==> src/rtl/sync_fifo_thr_if.sv <==
// Producer/consumer bundle for sync_fifo_thr: request/data inputs and occupancy/status outputs.
interface sync_fifo_thr_if #(
    parameter int FIFO_WIDTH = 16,
    parameter int ADDR_W     = 3
);
    logic                  i_push;
    logic                  i_pop;
    logic                  i_flush;
    logic [FIFO_WIDTH-1:0] in_fifo;
    logic [FIFO_WIDTH-1:0] out_fifo;
    logic                  out_valid;
    logic [ADDR_W:0]       level;
    logic                  is_fifo_empty;
    logic                  is_fifo_full;
    logic                  is_almost_full;
    logic                  is_almost_empty;
    logic                  overflow;
    logic                  underflow;

    modport master (
        output i_push, i_pop, i_flush, in_fifo,
        input  out_fifo, out_valid, level, is_fifo_empty, is_fifo_full,
               is_almost_full, is_almost_empty, overflow, underflow
    );

    modport slave (
        input  i_push, i_pop, i_flush, in_fifo,
        output out_fifo, out_valid, level, is_fifo_empty, is_fifo_full,
               is_almost_full, is_almost_empty, overflow, underflow
    );
endinterface

==> src/rtl/sync_fifo_thr.sv <==
// Single-clock FIFO with wrap-bit pointers, occupancy thresholds, sticky error flags
// and a selectable first-word-fall-through read port.
module sync_fifo_thr #(
    parameter int FIFO_WIDTH = 16,
    parameter int FIFO_DEPTH = 8,
    parameter int ADDR_W     = $clog2(FIFO_DEPTH),
    parameter int AFULL_TH   = FIFO_DEPTH - 2,
    parameter int AEMPTY_TH  = 1,
    parameter bit FWFT       = 1'b0
) (
    input logic             clk,
    input logic             rst_n,
    sync_fifo_thr_if.slave  fifo
);
    localparam logic [ADDR_W:0] DEPTH_L  = (ADDR_W+1)'(FIFO_DEPTH);
    localparam logic [ADDR_W:0] AFULL_L  = (ADDR_W+1)'(AFULL_TH);
    localparam logic [ADDR_W:0] AEMPTY_L = (ADDR_W+1)'(AEMPTY_TH);
    localparam logic [ADDR_W:0] PT_ONE   = {{ADDR_W{1'b0}}, 1'b1};

    logic [FIFO_WIDTH-1:0] ram_q [FIFO_DEPTH];

    logic [ADDR_W:0]       wr_pt_q, wr_pt_d;
    logic [ADDR_W:0]       rd_pt_q, rd_pt_d;
    logic [FIFO_WIDTH-1:0] rd_data_q, rd_data_d;
    logic                  out_valid_q, out_valid_d;
    logic                  ovf_q, ovf_d;
    logic                  udf_q, udf_d;

    logic [ADDR_W:0]       level_w;
    logic                  empty_w, full_w;
    logic                  pop_ok, push_ok;

    // Status comes only from the registered pointers; the MSB separates full from empty.
    assign level_w = wr_pt_q - rd_pt_q;
    assign empty_w = (level_w == '0);
    assign full_w  = (level_w == DEPTH_L);

    // A pop frees the slot the simultaneous push needs, so full+push+pop is lossless.
    assign pop_ok  = fifo.i_pop && !empty_w;
    assign push_ok = fifo.i_push && (!full_w || pop_ok);

    always_comb begin
        wr_pt_d     = wr_pt_q;
        rd_pt_d     = rd_pt_q;
        rd_data_d   = rd_data_q;
        out_valid_d = 1'b0;
        ovf_d       = ovf_q;
        udf_d       = udf_q;
        if (fifo.i_flush) begin
            wr_pt_d = '0;
            rd_pt_d = '0;
            ovf_d   = 1'b0;
            udf_d   = 1'b0;
        end else begin
            if (push_ok) begin
                wr_pt_d = wr_pt_q + PT_ONE;
            end
            if (pop_ok) begin
                rd_pt_d     = rd_pt_q + PT_ONE;
                rd_data_d   = ram_q[rd_pt_q[ADDR_W-1:0]];
                out_valid_d = 1'b1;
            end
            if (fifo.i_push && !push_ok) begin
                ovf_d = 1'b1;
            end
            if (fifo.i_pop && !pop_ok) begin
                udf_d = 1'b1;
            end
        end
    end

    always_ff @(posedge clk) begin
        if (!rst_n) begin
            wr_pt_q     <= '0;
            rd_pt_q     <= '0;
            rd_data_q   <= '0;
            out_valid_q <= 1'b0;
            ovf_q       <= 1'b0;
            udf_q       <= 1'b0;
        end else begin
            wr_pt_q     <= wr_pt_d;
            rd_pt_q     <= rd_pt_d;
            rd_data_q   <= rd_data_d;
            out_valid_q <= out_valid_d;
            ovf_q       <= ovf_d;
            udf_q       <= udf_d;
        end
    end

    // Storage is deliberately not reset; the pointers alone define what is valid.
    always_ff @(posedge clk) begin
        if (rst_n && !fifo.i_flush && push_ok) begin
            ram_q[wr_pt_q[ADDR_W-1:0]] <= fifo.in_fifo;
        end
    end

    generate
        if (FWFT) begin : g_fwft
            assign fifo.out_fifo  = ram_q[rd_pt_q[ADDR_W-1:0]];
            assign fifo.out_valid = !empty_w;
        end else begin : g_std
            assign fifo.out_fifo  = rd_data_q;
            assign fifo.out_valid = out_valid_q;
        end
    endgenerate

    assign fifo.level           = level_w;
    assign fifo.is_fifo_empty   = empty_w;
    assign fifo.is_fifo_full    = full_w;
    assign fifo.is_almost_full  = (level_w >= AFULL_L);
    assign fifo.is_almost_empty = (level_w <= AEMPTY_L);
    assign fifo.overflow        = ovf_q;
    assign fifo.underflow       = udf_q;
endmodule

==> src/flat_wrapper.sv <==
// flat-port wrapper written by rule: the top's interface ports become plain ports
module sync_fifo_thr_flat 
#(
    parameter int FIFO_WIDTH = 16,
    parameter int FIFO_DEPTH = 8,
    parameter int ADDR_W     = $clog2(FIFO_DEPTH),
    parameter int AFULL_TH   = FIFO_DEPTH - 2,
    parameter int AEMPTY_TH  = 1,
    parameter bit FWFT       = 1'b0
)
  (clk, rst_n, fifo_i_push, fifo_i_pop, fifo_i_flush, fifo_in_fifo, fifo_out_fifo, fifo_out_valid, fifo_level, fifo_is_fifo_empty, fifo_is_fifo_full, fifo_is_almost_full, fifo_is_almost_empty, fifo_overflow, fifo_underflow);
  sync_fifo_thr_if #(.FIFO_WIDTH(FIFO_WIDTH), .ADDR_W(ADDR_W)) fifo_i ();
  input logic clk;
  input logic rst_n;
  input wire logic [$bits(fifo_i.i_push)-1:0] fifo_i_push;
  input wire logic [$bits(fifo_i.i_pop)-1:0] fifo_i_pop;
  input wire logic [$bits(fifo_i.i_flush)-1:0] fifo_i_flush;
  input wire logic [$bits(fifo_i.in_fifo)-1:0] fifo_in_fifo;
  output wire logic [$bits(fifo_i.out_fifo)-1:0] fifo_out_fifo;
  output wire logic [$bits(fifo_i.out_valid)-1:0] fifo_out_valid;
  output wire logic [$bits(fifo_i.level)-1:0] fifo_level;
  output wire logic [$bits(fifo_i.is_fifo_empty)-1:0] fifo_is_fifo_empty;
  output wire logic [$bits(fifo_i.is_fifo_full)-1:0] fifo_is_fifo_full;
  output wire logic [$bits(fifo_i.is_almost_full)-1:0] fifo_is_almost_full;
  output wire logic [$bits(fifo_i.is_almost_empty)-1:0] fifo_is_almost_empty;
  output wire logic [$bits(fifo_i.overflow)-1:0] fifo_overflow;
  output wire logic [$bits(fifo_i.underflow)-1:0] fifo_underflow;
  assign fifo_i.i_push = fifo_i_push;
  assign fifo_i.i_pop = fifo_i_pop;
  assign fifo_i.i_flush = fifo_i_flush;
  assign fifo_i.in_fifo = fifo_in_fifo;
  assign fifo_out_fifo = fifo_i.out_fifo;
  assign fifo_out_valid = fifo_i.out_valid;
  assign fifo_level = fifo_i.level;
  assign fifo_is_fifo_empty = fifo_i.is_fifo_empty;
  assign fifo_is_fifo_full = fifo_i.is_fifo_full;
  assign fifo_is_almost_full = fifo_i.is_almost_full;
  assign fifo_is_almost_empty = fifo_i.is_almost_empty;
  assign fifo_overflow = fifo_i.overflow;
  assign fifo_underflow = fifo_i.underflow;
  sync_fifo_thr #(.FIFO_WIDTH(FIFO_WIDTH), .FIFO_DEPTH(FIFO_DEPTH), .ADDR_W(ADDR_W), .AFULL_TH(AFULL_TH), .AEMPTY_TH(AEMPTY_TH), .FWFT(FWFT)) u_core (.clk(clk), .rst_n(rst_n), .fifo(fifo_i));
endmodule
==> config.mk <==
export PLATFORM = sky130hd
export DESIGN_NAME = sync_fifo_thr_flat
export DESIGN_NICKNAME = d
export VERILOG_FILES = /design/src/rtl/sync_fifo_thr_if.sv /design/src/rtl/sync_fifo_thr.sv /design/src/flat_wrapper.sv
export SDC_FILE = /design/constraint.sdc
export NUM_CORES = 1
export LEC_CHECK = 0
export ABC_AREA = 1
export CAP_MARGIN = 0
export CORE_UTILIZATION = 44
export CTS_BUF_LIST = sky130_fd_sc_hd__clkbuf_2 sky130_fd_sc_hd__clkbuf_4 sky130_fd_sc_hd__clkbuf_8
export CTS_CLUSTER_DIAMETER = 120
export DETAILED_ROUTE_END_ITERATION = 8
export PLACE_DENSITY = 0.7
export RECOVER_POWER = 100
export SLEW_MARGIN = 40
export SYNTH_ARGS = -nofsm -noshare
export SYNTH_HDL_FRONTEND = slang
export SYNTH_SLANG_ARGS = --single-unit
==> constraint.sdc <==
create_clock -name clk -period 7.9 [get_ports clk]
set_input_delay 1.185 -clock clk [delete_from_list [all_inputs] [get_ports clk]]
set_output_delay 1.185 -clock clk [all_outputs]
set_load 0.01 [all_outputs]
* Word level (Yosys, flattened, before mapping)
Memories as Yosys holds them, arrays and structs flattened. A register that Yosys moved wholly into a read port is not among the register bits. Cells that the tools add are included.
Cells by class: add/subtract/negate cells 3, magnitude comparators 2, equal/unequal tests 1, muxes and demuxes 3, bitwise gates (word level) 2, reduce and logical (&&, ||, !) cells 16
Operators with widths (number):
- 4-bit by 1-bit adder with 4-bit output (second input constant) | 2
- 1-bit logical AND | 6
- 1-bit zero test | 6
- 4-bit equality test (second input constant) | 1
- 4-bit by 3-bit greater-or-equal comparator with 1-bit output (second input constant) | 1
- 4-bit by 1-bit <= comparator with 1-bit output (second input constant) | 1
- 4-bit zero test | 1
- 4-bit subtractor | 1
- 1-bit two-way mux | 3
- 1-bit NOT | 2
- 2-bit AND reduction | 1
- 2-bit OR reduction | 1
- 1-bit logical OR | 1
Word-level totals: flip-flop bits (word level) 11, memory bits (writable) 128, input bits 21, output and inout port bits 27, logic and storage cells 33, memories 1
Memory list:
- u_core.ram_q | words 8, width 16, read ports 1, clocked after memory_dff 1, wr ports 1, line sync_fifo_thr.sv:20 | logic [FIFO_WIDTH-1:0] ram_q [FIFO_DEPTH];

* Depth between registers and ports, before layout
word-level depth 9, mapped depth 14, mapped depth without buffers 13

* Worst setup path after synthesis
Ideal clock, no wire load.
kind flip-flop to output port, from register u_core.rd_pt_q[1], to output port fifo_is_fifo_empty, arrival time 1.839 ns, data required time 6.715 ns, slack 4.876 ns, cell stages (with the launch flop) 9, buffers on the path 1, cells stage by stage dfxtp_1 -> inv_1 -> clkbuf_1 -> fa_1 -> inv_1 -> nand2_1 -> nor2_2 -> nand3_4 -> inv_1
On the way: word-level cells in the longest chain between the ends 2
Ends and longest elaborated chain:
- start: declaration | line sync_fifo_thr.sv:23 | logic [ADDR_W:0] rd_pt_q, rd_pt_d;
- start signal: assignment | line sync_fifo_thr.sv:82 | rd_pt_q <= rd_pt_d;
- 4-bit subtractor | line sync_fifo_thr.sv:34 | assign level_w = wr_pt_q - rd_pt_q;
- named net fifo_level[1] | line flat_wrapper.sv:21 | output wire logic [$bits(fifo_i.level)-1:0] fifo_level;
- 4-bit zero test | line sync_fifo_thr.sv:35 | assign empty_w = (level_w == '0);
- end: declaration | line flat_wrapper.sv:22 | output wire logic [$bits(fifo_i.is_fifo_empty)-1:0] fifo_is_fifo_empty;
The timed path passes the listed nets, and every way through them passes these cells.

* Final worst setup path
from register u_core.rd_pt_q[2], to output port fifo_is_fifo_empty
On the way: word-level cells in the longest chain between the ends 2
Ends and longest elaborated chain (line):
- 4-bit subtractor | sync_fifo_thr.sv:34
- 4-bit zero test | sync_fifo_thr.sv:35
No other way between the ends.

==> impl_metrics.toml <==
[status]
outcome = "complete, no violations"

[synthesis]
synth_fa_ha_area_share_pct = 1.30
synthSimpleGateAreaFrac_pct = 15.5
syn_area_um2 = 6340
synth_mux_area_share_pct = 0
ys_seq_area_share_pct = 69.2
synth-compound-area-share_pct = 8.88
synth_nets = 607
synth.avg_cell_area_um2 = 10.9
yosys.area_share.xor_xnor_pct = 0.553
synth_cells = 580
synth.distinct_cells = 28
synth_top_family_by_area = "simple AND/OR/NAND/NOR gates"
ys_warn_count = 0
ys_seq_elements = 155

[grt]
grt_max_degree = 69
antenna_found_initial = 0
grt_pass1_vias = 3988
overflow = 0
grt_usage_pct = 19.0
grt_pass1_wl_um = 20800

[cts]
cts-root-buf = "clkbuf_8"
postCtsSetupBuffers = 0
clkLatencyLatePin_ps = 440
cts_tree = "done"
cts.htree.levels = 4
clock_sinks = 155
cts_buffers = 17
cts_hold_buf = 0
ctsResizeCount = 0
clk_pin_slew_worst_paths_ps = 80
cts_buffer_depth = 2

[sta]
fin_crit_ps = 5220
finalCritPeriodShare_pct = 66.1
finClkSkew_ps = 10.8
fmaxAchievable_mhz = 191
finalHoldViolCount = 0
relSlewSlack_pct = 13.3
setup_viol = 0
slew_violations = 0
rsz0062_at_grt = "false"
worst_pin_slew_ps = 1300
tns_ps = 0

[power]
p_int_uw = 1200
ir_drop_v = 0.000110
seq_power_share_pct = 55.6
p_sw_uw = 433
power_density_nw_per_um2 = 226
leakage_uw = 0.00270
combPwrFrac_pct = 13.3
switching_share_pct = 26.5
clkPwrFrac_pct = 31.1

[worst_setup_path]
crit_family = "buffers and inverters"
crit_fanout = 20
cp_slowest_cell = "dfxtp_1"
cp.required_ps = 6710
rr_worst_depth = 11
path_cells = "clkinv_1, ha_1, nand2_1, inv_1, nor2_1, nor2_1, nand3_1, inv_1, dlygate4sd3_1"
path_buf_inv = 4
cp.depth = 9
path_class = "reg -> out"
critPathMaxStageDelay_ps = 890
cp.arrival_ps = 4040
cp-end-kind = "output pin"
worstSetupStartpointType = "flop"

[detailed_routing]
firstDrtPassIters = 5
drtIter0Drc = 400
drt-vias-per-instance = 5.22
drc = 0
wl_per_cell_um = 16.1
ant_nets = 0
routed_wl_um = 13200
vias = 4283

[cells_and_area]
layout_commonest_cell = "edfxtp_1"
multi_input_comb_area_um2 = 1620
area_growth_pct = 14.2
area.sequential_um2 = 4390
n_fill_cell = 1235
antenna_cells = 0
drive_above_1_share_pct = 5.47
final_util_pct = 51.8
layout_common_cells = "128 x edfxtp_1, 118 x nor2_1, 107 x nand2_1, 65 x o21ai_0, 42 x dlygate4sd3_1"
final_nets = 654

[worst_hold_path]
hp-class = "reg -> reg"
worst_hold_path.num_cells = 2

[die]
die_h_um = 122
coreArea_um2 = 14000
dieArea_um2 = 14900
fp.dieW_um = 122
rows = 43
start_util_pct = 45.3
io_pins = 48

[place]
routabilityCongestion = 0.786
port_buffers = 47
dp_hpwl_um = 7840

[flow_run]
cap_violations = 0
==> cell families after synthesis <==
kind of cell / count (synthesis)
AOI/OAI and AO/OA: 104
xor gates and xnor gates: 4
adders and majority gates: 6
buffers and inverters: 69
DFF: 155
and+or+nand+nor: 242
==> sequential cells by signal, indices dropped and copies added (netlist names) <==
register	cells
u_core.wr_pt_q	4
u_core.ram_q	128
u_core.fifo.out_fifo	16
u_core.fifo.underflow	1
u_core.fifo.out_valid	1
u_core.rd_pt_q	4
u_core.fifo.overflow	1
==> per-stage QoR <==
| step | setup slack [ps] | instances | hold slack, ps | instance area [um2] | total power, uW |
|---|---|---|---|---|---|
| finish | 2680 | 820 | 460 | 7240 | 1630 |
| global route | 2400 | 820 | 491 | 7240 | 1710 |
| CTS | 2710 | 820 | 467 | 7310 | 1660 |
| detailed placement | 3200 | 788 | 455 | 6970 | 1160 |
| global placement | 3340 | 788 | 442 | 6970 | 1160 |
| floorplan | 4880 | 580 | 454 | 6340 | 1070 |
==> power groups by stage <==
stage               sequential (uW)  clock, uW  combinational (uW)
CTS                             909        518                 234
global route                    910        555                 245
finish                          908        509                 217
detailed placement              928          0                 232
global placement                927          0                 228
floorplan                       934          0                 135
==> worst min-delay path: stages, from the launching register on <==
cell     delay [ps]
dfxtp_1         310
inv_1            50
a21oi_1          50
==> final timing paths <==
kind                             start              endpoint  slack [ps]
hold / removal    u_core.fifo.overflow  u_core.fifo.overflow         460
setup / recovery     u_core.rd_pt_q[2]    fifo_is_fifo_empty        2680
hold reg to reg   u_core.fifo.overflow  u_core.fifo.overflow         460
setup reg to reg     u_core.rd_pt_q[2]    u_core.ram_q[3][0]        3050
==> synthesized netlist by cell type <==
cell      count  area [um2]
o21a_1        1        7.51
nand3_2       2        20.0
nor3_1        1        5.00
or2_1         1        6.26
buf_2        10        50.1
nand2_1     105         394
o21ai_0      65         325
buf_4         1        7.51
buf_6         2        22.5
clkbuf_1     16        60.1
fa_1          1        20.0
xor2_1        4        35.0
nand2_2       2        12.5
edfxtp_1    128        3840
dfxtp_1      27         541
nand3b_1      1        7.51
nand4_1       1        6.26
o22ai_1      32         200
ha_1          5        62.6
nand3_4       1        17.5
nor2_2        2        12.5
inv_2         2        7.51
inv_1        37         139
nand3_1       9        45.0
a21oi_1       6        30.0
clkinv_1      1        3.75
nor2_1      116         435
nand3b_4      1        20.0
==> layout make-up <==
type / instances / share of cell area [%]
tap: 180 / 3.11
timing repair buffer: 57 / 7.12
sequential: 155 / 60.6
multi-input combinational: 356 / 22.4
inverter: 40 / 2.11
clock buffer: 18 / 3.34
clock inverter: 14 / 1.33
==> metal layers <==
layer  wire length, um  track usage [%]  part of all wire, %
met1              6030             25.7                   46
met2              6200             30.0                   47
met3               762             4.45                  5.8
met4               190             6.87                  1.4
met5                 0                0                    0
Note: power is estimated with default switching activity, not from simulation.
